===== src/rtl/ttpu_mem_pkg.sv =====
// Shared types and helpers for the window stream memory.
package ttpu_mem_pkg;

    typedef enum logic [1:0] {
        ST_IDLE,
        ST_RUN,
        ST_DRAIN
    } scan_state_t;

    localparam int unsigned LANE_WIDTH = 16;

    typedef logic [LANE_WIDTH-1:0] lane_t;

    // Index width for a table of `depth` entries, never narrower than one bit.
    function automatic int unsigned addr_width(input int unsigned depth);
        return (depth <= 1) ? 1 : $clog2(depth);
    endfunction

endpackage


===== src/rtl/window_addr_gen.sv =====
// Sliding-window address sequencer: walks window origins in raster order by
// stride, and kernel elements ky-outer / kx-inner inside each window.
module window_addr_gen
    import ttpu_mem_pkg::*;
#(
    parameter int unsigned IMAGE_WIDTH  = 4,
    parameter int unsigned IMAGE_HEIGHT = 4,
    parameter int unsigned MAX_KERNEL   = 3,
    localparam int unsigned AW = addr_width(IMAGE_WIDTH * IMAGE_HEIGHT),
    localparam int unsigned KW = $clog2(MAX_KERNEL + 1),
    localparam int unsigned XW = addr_width(IMAGE_WIDTH),
    localparam int unsigned YW = addr_width(IMAGE_HEIGHT)
) (
    input  logic          clk,
    input  logic          reset,
    input  logic          load,
    input  logic          advance,
    input  logic [KW-1:0] kernel_dim,
    input  logic [KW-1:0] stride,
    output logic [AW-1:0] addr_c,
    output logic          first_c,
    output logic          last_c,
    output logic          last_addr_c
);

    localparam int IW = int'(IMAGE_WIDTH);
    localparam int IH = int'(IMAGE_HEIGHT);

    logic [KW-1:0] k_q;
    logic [KW-1:0] s_q;
    logic [KW-1:0] kx_q;
    logic [KW-1:0] ky_q;
    logic [XW-1:0] wx_q;
    logic [YW-1:0] wy_q;

    logic kx_end;
    logic ky_end;
    logic wx_end;
    logic wy_end;
    int   k_i;
    int   s_i;
    int   kx_i;
    int   ky_i;
    int   wx_i;
    int   wy_i;

    // An origin is the last in its row/column when one more stride would
    // no longer leave room for a full window.
    always_comb begin
        k_i         = 32'(k_q);
        s_i         = 32'(s_q);
        kx_i        = 32'(kx_q);
        ky_i        = 32'(ky_q);
        wx_i        = 32'(wx_q);
        wy_i        = 32'(wy_q);
        kx_end      = (kx_i == k_i - 1);
        ky_end      = (ky_i == k_i - 1);
        wx_end      = (wx_i + s_i > IW - k_i);
        wy_end      = (wy_i + s_i > IH - k_i);
        addr_c      = AW'((wy_i + ky_i) * IW + wx_i + kx_i);
        first_c     = (kx_i == 0) && (ky_i == 0);
        last_c      = kx_end && ky_end;
        last_addr_c = last_c && wx_end && wy_end;
    end

    always_ff @(posedge clk or negedge reset) begin
        if (!reset) begin
            k_q  <= '0;
            s_q  <= '0;
            kx_q <= '0;
            ky_q <= '0;
            wx_q <= '0;
            wy_q <= '0;
        end else if (load) begin
            k_q  <= kernel_dim;
            s_q  <= stride;
            kx_q <= '0;
            ky_q <= '0;
            wx_q <= '0;
            wy_q <= '0;
        end else if (advance) begin
            if (!kx_end) begin
                kx_q <= kx_q + KW'(1);
            end else begin
                kx_q <= '0;
                if (!ky_end) begin
                    ky_q <= ky_q + KW'(1);
                end else begin
                    ky_q <= '0;
                    if (!wx_end) begin
                        wx_q <= XW'(wx_i + s_i);
                    end else begin
                        wx_q <= '0;
                        wy_q <= wy_end ? '0 : YW'(wy_i + s_i);
                    end
                end
            end
        end
    end

endmodule


===== src/rtl/window_stream_memory.sv =====
// Multi-lane image memory with an autonomous K x K sliding-window read engine
// feeding a 2-entry valid/ready output FIFO.
module window_stream_memory
    import ttpu_mem_pkg::*;
#(
    parameter int unsigned DATA_WIDTH   = $bits(lane_t),
    parameter int unsigned IMAGE_WIDTH  = 4,
    parameter int unsigned IMAGE_HEIGHT = 4,
    parameter int unsigned NUM_UNITS    = 2,
    parameter int unsigned MAX_KERNEL   = 3,
    localparam int unsigned MEM_DEPTH = IMAGE_WIDTH * IMAGE_HEIGHT,
    localparam int unsigned AW        = addr_width(MEM_DEPTH),
    localparam int unsigned KW        = $clog2(MAX_KERNEL + 1)
) (
    input  logic                            clk,
    input  logic                            reset,
    input  logic [NUM_UNITS-1:0]            wr_en,
    input  logic [AW-1:0]                   wr_addr,
    input  logic [NUM_UNITS*DATA_WIDTH-1:0] wr_data,
    input  logic                            start,
    input  logic [KW-1:0]                   kernel_dim,
    input  logic [KW-1:0]                   stride,
    input  logic                            abort,
    output logic                            out_valid,
    input  logic                            out_ready,
    output logic [NUM_UNITS*DATA_WIDTH-1:0] out_data,
    output logic                            out_first,
    output logic                            out_last,
    output logic                            busy,
    output logic                            done,
    output logic                            cfg_err
);

    localparam int unsigned LW = NUM_UNITS * DATA_WIDTH;

    scan_state_t state;
    scan_state_t state_nx;

    logic [LW-1:0] rd_word;
    logic          inflight;
    logic          inflight_first;
    logic          inflight_last;
    logic [1:0]    count;
    logic [1:0]    count_nx;
    logic [1:0]    fill_c;
    logic [LW-1:0] e1_data;
    logic          e1_first;
    logic          e1_last;

    logic [AW-1:0] rd_addr_c;
    logic          addr_first_c;
    logic          addr_last_c;
    logic          last_addr_c;
    logic          cfg_ok_c;
    logic          load_c;
    logic          issue_c;
    logic          pop_c;
    logic          push_c;
    logic          done_nx;
    logic          cfg_err_nx;

    assign cfg_ok_c = (kernel_dim != '0) && (stride != '0)
                   && (32'(kernel_dim) <= MAX_KERNEL)
                   && (32'(kernel_dim) <= IMAGE_WIDTH)
                   && (32'(kernel_dim) <= IMAGE_HEIGHT);

    window_addr_gen #(
        .IMAGE_WIDTH  (IMAGE_WIDTH),
        .IMAGE_HEIGHT (IMAGE_HEIGHT),
        .MAX_KERNEL   (MAX_KERNEL)
    ) u_addr_gen (
        .clk         (clk),
        .reset       (reset),
        .load        (load_c),
        .advance     (issue_c),
        .kernel_dim  (kernel_dim),
        .stride      (stride),
        .addr_c      (rd_addr_c),
        .first_c     (addr_first_c),
        .last_c      (addr_last_c),
        .last_addr_c (last_addr_c)
    );

    // Read-first synchronous lane memories.
    for (genvar u = 0; u < NUM_UNITS; u++) begin : g_lane
        logic [DATA_WIDTH-1:0] mem [MEM_DEPTH];
        logic [DATA_WIDTH-1:0] rd_q;

        always_ff @(posedge clk) begin
            if (wr_en[u]) begin
                mem[wr_addr] <= wr_data[u*DATA_WIDTH +: DATA_WIDTH];
            end
            if (issue_c) begin
                rd_q <= mem[rd_addr_c];
            end
        end

        assign rd_word[u*DATA_WIDTH +: DATA_WIDTH] = rd_q;
    end

    // Next state; a read issues only if its result is guaranteed a FIFO slot.
    always_comb begin
        state_nx   = state;
        load_c     = 1'b0;
        issue_c    = 1'b0;
        done_nx    = 1'b0;
        cfg_err_nx = 1'b0;
        pop_c      = out_valid && out_ready && !abort;
        push_c     = inflight && !abort;
        fill_c     = count + 2'(inflight);
        count_nx   = count - 2'(pop_c) + 2'(push_c);
        if (abort) begin
            state_nx = ST_IDLE;
            count_nx = '0;
        end else begin
            case (state)
                ST_IDLE: begin
                    if (start) begin
                        if (cfg_ok_c) begin
                            state_nx = ST_RUN;
                            load_c   = 1'b1;
                        end else begin
                            cfg_err_nx = 1'b1;
                        end
                    end
                end
                ST_RUN: begin
                    if ((fill_c < 2'd2) || ((fill_c == 2'd2) && pop_c)) begin
                        issue_c = 1'b1;
                        if (last_addr_c) begin
                            state_nx = ST_DRAIN;
                        end
                    end
                end
                ST_DRAIN: begin
                    if (count_nx == 2'd0) begin
                        state_nx = ST_IDLE;
                        done_nx  = 1'b1;
                    end
                end
                default: state_nx = ST_IDLE;
            endcase
        end
    end

    always_ff @(posedge clk or negedge reset) begin
        if (!reset) begin
            state   <= ST_IDLE;
            busy    <= 1'b0;
            done    <= 1'b0;
            cfg_err <= 1'b0;
        end else begin
            state   <= state_nx;
            busy    <= (state_nx != ST_IDLE);
            done    <= done_nx;
            cfg_err <= cfg_err_nx;
        end
    end

    always_ff @(posedge clk or negedge reset) begin
        if (!reset) begin
            inflight       <= 1'b0;
            inflight_first <= 1'b0;
            inflight_last  <= 1'b0;
        end else begin
            inflight <= issue_c;
            if (issue_c) begin
                inflight_first <= addr_first_c;
                inflight_last  <= addr_last_c;
            end
        end
    end

    // Shift FIFO: entry 0 is the registered output head, entry 1 backs it up.
    always_ff @(posedge clk or negedge reset) begin
        if (!reset) begin
            count     <= '0;
            out_valid <= 1'b0;
            out_data  <= '0;
            out_first <= 1'b0;
            out_last  <= 1'b0;
            e1_data   <= '0;
            e1_first  <= 1'b0;
            e1_last   <= 1'b0;
        end else begin
            count     <= count_nx;
            out_valid <= (count_nx != 2'd0);
            if (pop_c) begin
                out_data  <= e1_data;
                out_first <= e1_first;
                out_last  <= e1_last;
            end
            if (push_c) begin
                if ((count - 2'(pop_c)) == 2'd0) begin
                    out_data  <= rd_word;
                    out_first <= inflight_first;
                    out_last  <= inflight_last;
                end else begin
                    e1_data  <= rd_word;
                    e1_first <= inflight_first;
                    e1_last  <= inflight_last;
                end
            end
        end
    end

endmodule


===== config.mk =====
export PLATFORM = sky130hd
export DESIGN_NAME = window_stream_memory
export DESIGN_NICKNAME = d
export VERILOG_FILES = /design/src/rtl/ttpu_mem_pkg.sv /design/src/rtl/window_addr_gen.sv /design/src/rtl/window_stream_memory.sv
export SDC_FILE = /design/constraint.sdc
export NUM_CORES = 1
export LEC_CHECK = 0
export CAP_MARGIN = 40
export CORE_ASPECT_RATIO = 1.2
export CORE_MARGIN = 2
export CORE_UTILIZATION = 55
export DETAILED_ROUTE_END_ITERATION = 10
export GPL_TIMING_DRIVEN = 0
export PLACE_DENSITY_LB_ADDON = 0.15
export SLEW_MARGIN = 10
export SYNTH_ARGS = -nofsm -noshare
export SYNTH_HDL_FRONTEND = slang
export SYNTH_SLANG_ARGS = --single-unit

===== constraint.sdc =====
create_clock -name clk -period 3.4 [get_ports clk]
set_input_delay 0.51 -clock clk [delete_from_list [all_inputs] [get_ports clk]]
set_output_delay 0.51 -clock clk [all_outputs]
set_load 0.02 [all_outputs]

Yosys cells after proc, flatten, opt, wreduce, memory -nomap -nowiden
Memories as Yosys holds them, arrays and structs flattened. A register that Yosys moved wholly into a read port is not among the register bits.
Index checks and enable logic that the tools add are counted.
{ "totals": {"rom_bits": 0, "elab_cells": 125, "inputBits": 47, "register_bits": 91, "latchBits": 0, "ram_bits": 512, "memories": 2, "out_inout_bits": 38} }
{ "classes": {"eq_ne": 5, "add_sub_neg": 12, "div": 0, "n_bitwise": 1, "mul": 0, "n_reduce_logical": 28, "n_mux": 53, "n_shift": 0, "n_lt_le_gt_ge": 3} }
{ "mem_list": {"columns": ["memory", "depth", "word_bits", "rd", "rd_ports_with_merged_regs", "write_ports", "line", "text"], "rows": [
  ["g_lane[0].mem", 16, 16, 1, 1, 1, "window_stream_memory.sv:86", "logic [DATA_WIDTH-1:0] mem [MEM_DEPTH];"],
  ["g_lane[1].mem", 16, 16, 1, 1, 1, "window_stream_memory.sv:86", null]
]} }
{ "op_table": {"columns": ["op", "count"], "rows": [
  ["$mux 32", 3],
  ["$gt 32x32->1", 2],
  ["$mux 2", 25],
  ["$mux 1", 24],
  ["$reduce_bool 2->1", 8],
  ["$logic_not 2->1", 5],
  ["$logic_and 1x1->1", 9],
  ["$add 4x3->4", 2],
  ["$add 2x2->3", 2],
  ["$eq 3x3->1", 2],
  ["$pmux 2 s3", 1],
  ["$add 2x1->2", 2],
  ["$add 2x1->2 const B", 2],
  ["$eq 2x2->1 const B", 2],
  ["$reduce_and 2->1", 2],
  ["$reduce_and 4->1", 1],
  ["$sub 3x2->4 const A", 1],
  ["$reduce_and 3->1", 1],
  ["$sub 2x1->3 const B", 1],
  ["$add 2x2->2", 1],
  ["$eq 2x1->1 const B", 1],
  ["$lt 2x2->1 const B", 1],
  ["$sub 2x1->2", 1],
  ["$logic_not 1->1", 1],
  ["other kinds (2)", 2]
]} }

Longest topological paths before layout
Gate-level depths: netlist of the first run.
{ "depth": {"word_depth": 10, "depth_mapped": 10, "mapped_depth_nobuf": 9} }

By module
From an unflattened synthesis of the first run, not the netlist that was laid out.
{ "hier_totals": {"cells_unflattened": 1230, "hier_area_um2": 24556.1} }
{ "modules_own_cells": {"columns": ["module", "seq_area_each_um2", "area_per_inst_um2", "cells_each", "n_inst"], "rows": [
  ["window_stream_memory", 18312.6, 23592.6, 1129, 1],
  ["window_addr_gen", 300.3, 963.4, 101, 1]
]} }

Worst setup path after synthesis of the first run
OpenSTA, ideal clock, no wires.
{ "synth_timing": {"path_type": "reg-to-reg", "start": "register u_addr_gen.kx_q[0]", "end": "register g_lane[0].rd_q[10], read port of g_lane[0].mem, data pin", "setup_time_ns": 0.272, "t_required_ns": 3.128, "arrival_ns": 2.567, "slack_ns": 0.561, "path_stages_with_launch": 8, "path_buffers": 2, "synth_period_minus_slack_ns": 2.839, "path_cell_list": "dfrtp_1 > ha_1 > inv_1 > fa_1 > clkbuf_1 > clkbuf_1 > mux4_2 > mux4_2"} }
{ "synth_via": {"elab_chain_len": 1} }
{ "synth_rtl": {"columns": ["item", "line", "text"], "rows": [
  ["from (decl)", "window_addr_gen.sv:31", "logic [KW-1:0] kx_q;"],
  ["from (signal assigned)", "window_addr_gen.sv:83", "kx_q <= kx_q + KW'(1);"],
  ["$add 4x3->4", "window_addr_gen.sv:60", "addr_c = AW'((wy_i + ky_i) * IW + wx_i + kx_i);"],
  ["to (decl)", "window_stream_memory.sv:87", "logic [DATA_WIDTH-1:0] rd_q;"]
]} }
No other way between the ends.
A chain may end at the register's enable or synchronous reset.

Worst setup path in the final report of the first run
{ "layout_timing": {"start": "register u_addr_gen.kx_q[0]", "end": "register g_lane[0].rd_q[6], read port of g_lane[0].mem, data pin"} }
The elaborated chain is that of the path after synthesis.

==> flow_metrics.tcl, run 1 <==
set metrics [dict create \
    critical_path_required_ps 3730 \
    crit_type "reg -> reg" \
    synth-edff-count 544 \
    relSlewSlack_pct 45.3 \
    antenna_found_initial 3 \
    first_global_vias 12300 \
    number_of_cells_traversed_by_the_worst_register_to_register_path 8 \
    nature_of_the_critical_path_startpoint "flop" \
    htreeDepth 2 \
    maxSlewViolCount 0 \
    rr_startpoint "u_addr_gen.kx_q[0]" \
    ctsLongestPathBuffers 3 \
    globalRoute.totalOverflow 0 \
    port-buffer-count 83 \
    clock-root-buffer "clkbuf_16" \
    wl_per_cell_um 26.0 \
    slowest_stage "fa_1" \
    yosys_register_bits 635 \
    async_reset_ff_share_pct 14.3 \
    clkLatencyLatePin_ps 620 \
    power.static_leakage_nw 9.73 \
    die_width_um 197 \
    first_pass_iters 5 \
    leading_cell_type_in_the_layout_fill_and_taps_excluded "edfxtp_1" \
    r2r-end "g_lane[0].rd_q[6]" \
    critical_path.cell_chain "ha_1 -> inv_1 -> fa_1 -> clkbuf_2 -> clkbuf_1 -> buf_6 -> mux4_2 -> mux4_2" \
    hold_ws_ps 240 \
    netlist.area_leader.share_pct 66.5 \
    synth_top_cell_by_area "edfxtp_1" \
    vias 11900 \
    skew_ps 18.1 \
    top_ports 85 \
    wire_length_of_the_first_global_routing_pass_mm 77.3 \
    final_core_utilization_pct 65.1 \
    yosys_most_used_dff "edfxtp_1" \
    power-per-cell-area_nw_per_um2 715 \
    synth.yosys.seq_area_share_pct 75.8 \
    worst-endpoint-arrival_ps 3640 \
    timing_worst_slew_pin_value_ps 820 \
    cts.sink_count 635 \
    grt_setup_unrepaired "false" \
    design.final.nets 1441 \
    maxClockFrequency_mhz 303 \
    post_route_cells_drive_above_1_share_pct 25.7 \
    reg2reg_setup_slack_ps 90 \
    drc_errors 0 \
    post-route-period-util_pct 97.2 \
    cts-buffers-inserted 59 \
    row_count 84 \
    synth_area_sq_um 24600 \
    finalWeightedCongestion 0.770 \
    netlist_instances 1191 \
    totalWireLength_mm 51.4 \
    crit_path_start "u_addr_gen.kx_q[0]" \
    max-vdd-ir-drop_uv 470 \
    fp.coreArea_sq_um 43900 \
    post_cts_buffers 0 \
    yosys.cell_types.count 44 \
    report.final.hold_viol_count 0 \
    dieArea_sq_um 46400 \
    synth_nets 1258 \
    holdCritPathClass "in -> reg" \
    cts_tree "built" \
    timing.critical_path.slowest_cell_delay_ps 530 \
    final_period_minus_worst_setup_slack_ps 3310 \
    mostFrequentLayoutCells "edfxtp_1 (544), mux4_2 (160), dfrtp_1 (91), nand2_1 (85), clkdlybuf4s50_1 (82)" \
    track_usage_pct 23.0 \
    pin_count_of_the_biggest_net_entering_global_routing 49 \
    die-height_um 235 \
    critical_path_peak_fanout 10 \
    summed_area_of_non_filler_cells_in_the_final_layout_sq_um 28600 \
    detail_route.vias_per_cell 6.04 \
    start_util_pct 55.9 \
    post_synth.cell_area_avg_sq_um 20.6 \
    clkSlewWorstSetupHoldPaths_ps 60 \
    postRouteAntennaNets 0 \
    drv_cap 0 \
    syn_to_final_growth_pct 16.5 \
    placedInstanceArea_sq_um 26800 \
    finalSetupViolCount 0 \
    crit_end "g_lane[0].rd_q[6]" \
    critPathMostFrequentCell "mux4_2" \
    critPathCaptureType "flop" \
    yosys-top-cells-area "edfxtp_1 (67%), mux4_2 (15%), dfrtp_1 (9.3%)" \
    detailedRoute.firstIterationViolations 1029 \
    ys.warnings.count 0 \
    dp_hpwl_mm 35.2 \
    run_status "finished, final reports clean" \
]
[flip-flops by register name, summed over array words and instances, names as in the netlist, 2 cells and up]
name / cells
u_addr_gen.wx_q: 2
u_addr_gen.k_q: 2
out_data: 32
state: 2
g_lane.mem: 512
count: 2
u_addr_gen.ky_q: 2
e1_data: 32
u_addr_gen.wy_q: 2
u_addr_gen.kx_q: 2
g_lane.rd_q: 32
u_addr_gen.s_q: 2
[kinds of logic (layout without fill, tap and decap cells)]
kind of cell	count (synthesis)	count (layout)	synth area share (%)
flip-flops	635	635	75.8
AND/OR/NAND/NOR	200	200	3.56
multiplexers	196	196	16.3
buffers and inverters	72	298	1.39
AO/OA/AOI/OAI	57	57	1.45
adder cells (fa/ha/maj)	20	20	1.11
XOR/XNOR	11	11	0.392
other	0	1	0
[worst min-delay path by stage]
stage | startpoint | to | cells after the start
after floorplan | reset | busy | 0
after global placement | e1_data[8] | e1_data[8] | 1
after detailed placement | e1_data[2] | e1_data[2] | 1
after CTS | abort | count[1] | 2
after global routing | abort | count[1] | 2
final | abort | out_valid | 2
[layout make-up]
| class | count | area, sq um |
|---|---|---|
| Sequential cell | 635 | 18600 |
| Antenna cell | 1 | 2.50 |
| Inverter | 16 | 60.1 |
| Clock buffer | 90 | 1690 |
| Multi-Input combinational cell | 484 | 5700 |
| Fill cell | 2926 | 15300 |
| Clock inverter | 14 | 135 |
| Buffer | 56 | 299 |
| Timing Repair Buffer | 122 | 1420 |
| Tap cell | 559 | 699 |
[per-stage QoR]
step / setup TNS (ps) / worst slack, ps / std cells / power (mW)
4_1_cts: 0 / 73.4 / 1976 / 20.7
3_5_place_dp: -27980 / -398 / 1871 / 14.4
6_report: 0 / 94.6 / 1977 / 20.5
5_1_grt: 0 / 17.3 / 1977 / 21.3
3_3_place_gp: -191060 / -1610 / 1833 / 14.2
2_1_floorplan: 0 / 561 / 1191 / 12.6
[synth_stat cells (all sizes together), types with 3 or more instances]
| master | instances |
|---|---|
| nand2 | 85 |
| dfrtp | 91 |
| a31oi | 34 |
| o21ai | 8 |
| xnor2 | 9 |
| edfxtp | 544 |
| inv | 15 |
| buf | 28 |
| or3b | 5 |
| fa | 3 |
| nand3b | 5 |
| nand3 | 11 |
| nor2b | 6 |
| a21oi | 5 |
| clkbuf | 28 |
| mux4 | 160 |
| ha | 17 |
| a21o | 3 |
| nor3 | 5 |
| nor2 | 73 |
| mux2 | 34 |
[worst max-delay path: cells and delay by family, from the launching register on]
kind,cells,cell delay (ps)
buffers and inverters,4,990
flip-flops,1,450
multiplexers,2,840
adder cells (fa/ha/maj),2,730
[where the power goes]
group	internal (mW)	leakage [nW]	switching, mW
sequential	9.09	6.09	0.274
clock	3.62	0.890	2.68
combinational	2.42	2.75	2.38
total	15.1	9.73	5.34
[layer usage]
metal / up-vias / global-route usage (%) / wire length (um)
li1: 5170 / - / -
met1: 6282 / 32.4 / 21200
met2: 411 / 37.8 / 25800
met3: 73 / 3.90 / 3300
met4: 4 / 6.31 / 1030
met5: - / 0 / 33
[what timing repair did]
item	in CTS	in global routing
setup endpoints to repair	32	38
hold buffers	1	0
gates resized for setup	12	6
endpoints found under the hold margin	43	0
No activity file was read; power rests on OpenSTA's default activity.
==> run 2: changes to the inputs <==
--- a/config.mk
+++ b/config.mk
@@ -11,6 +11,7 @@
 export CORE_UTILIZATION = 55
 export DETAILED_ROUTE_END_ITERATION = 10
 export GPL_TIMING_DRIVEN = 0
+export HOLD_SLACK_MARGIN = 0.02
 export PLACE_DENSITY_LB_ADDON = 0.15
 export SLEW_MARGIN = 10
 export SYNTH_ARGS = -nofsm -noshare
==> results of run 2 <==
No change in the layout: final DEF, timing and power equal those of run 1.
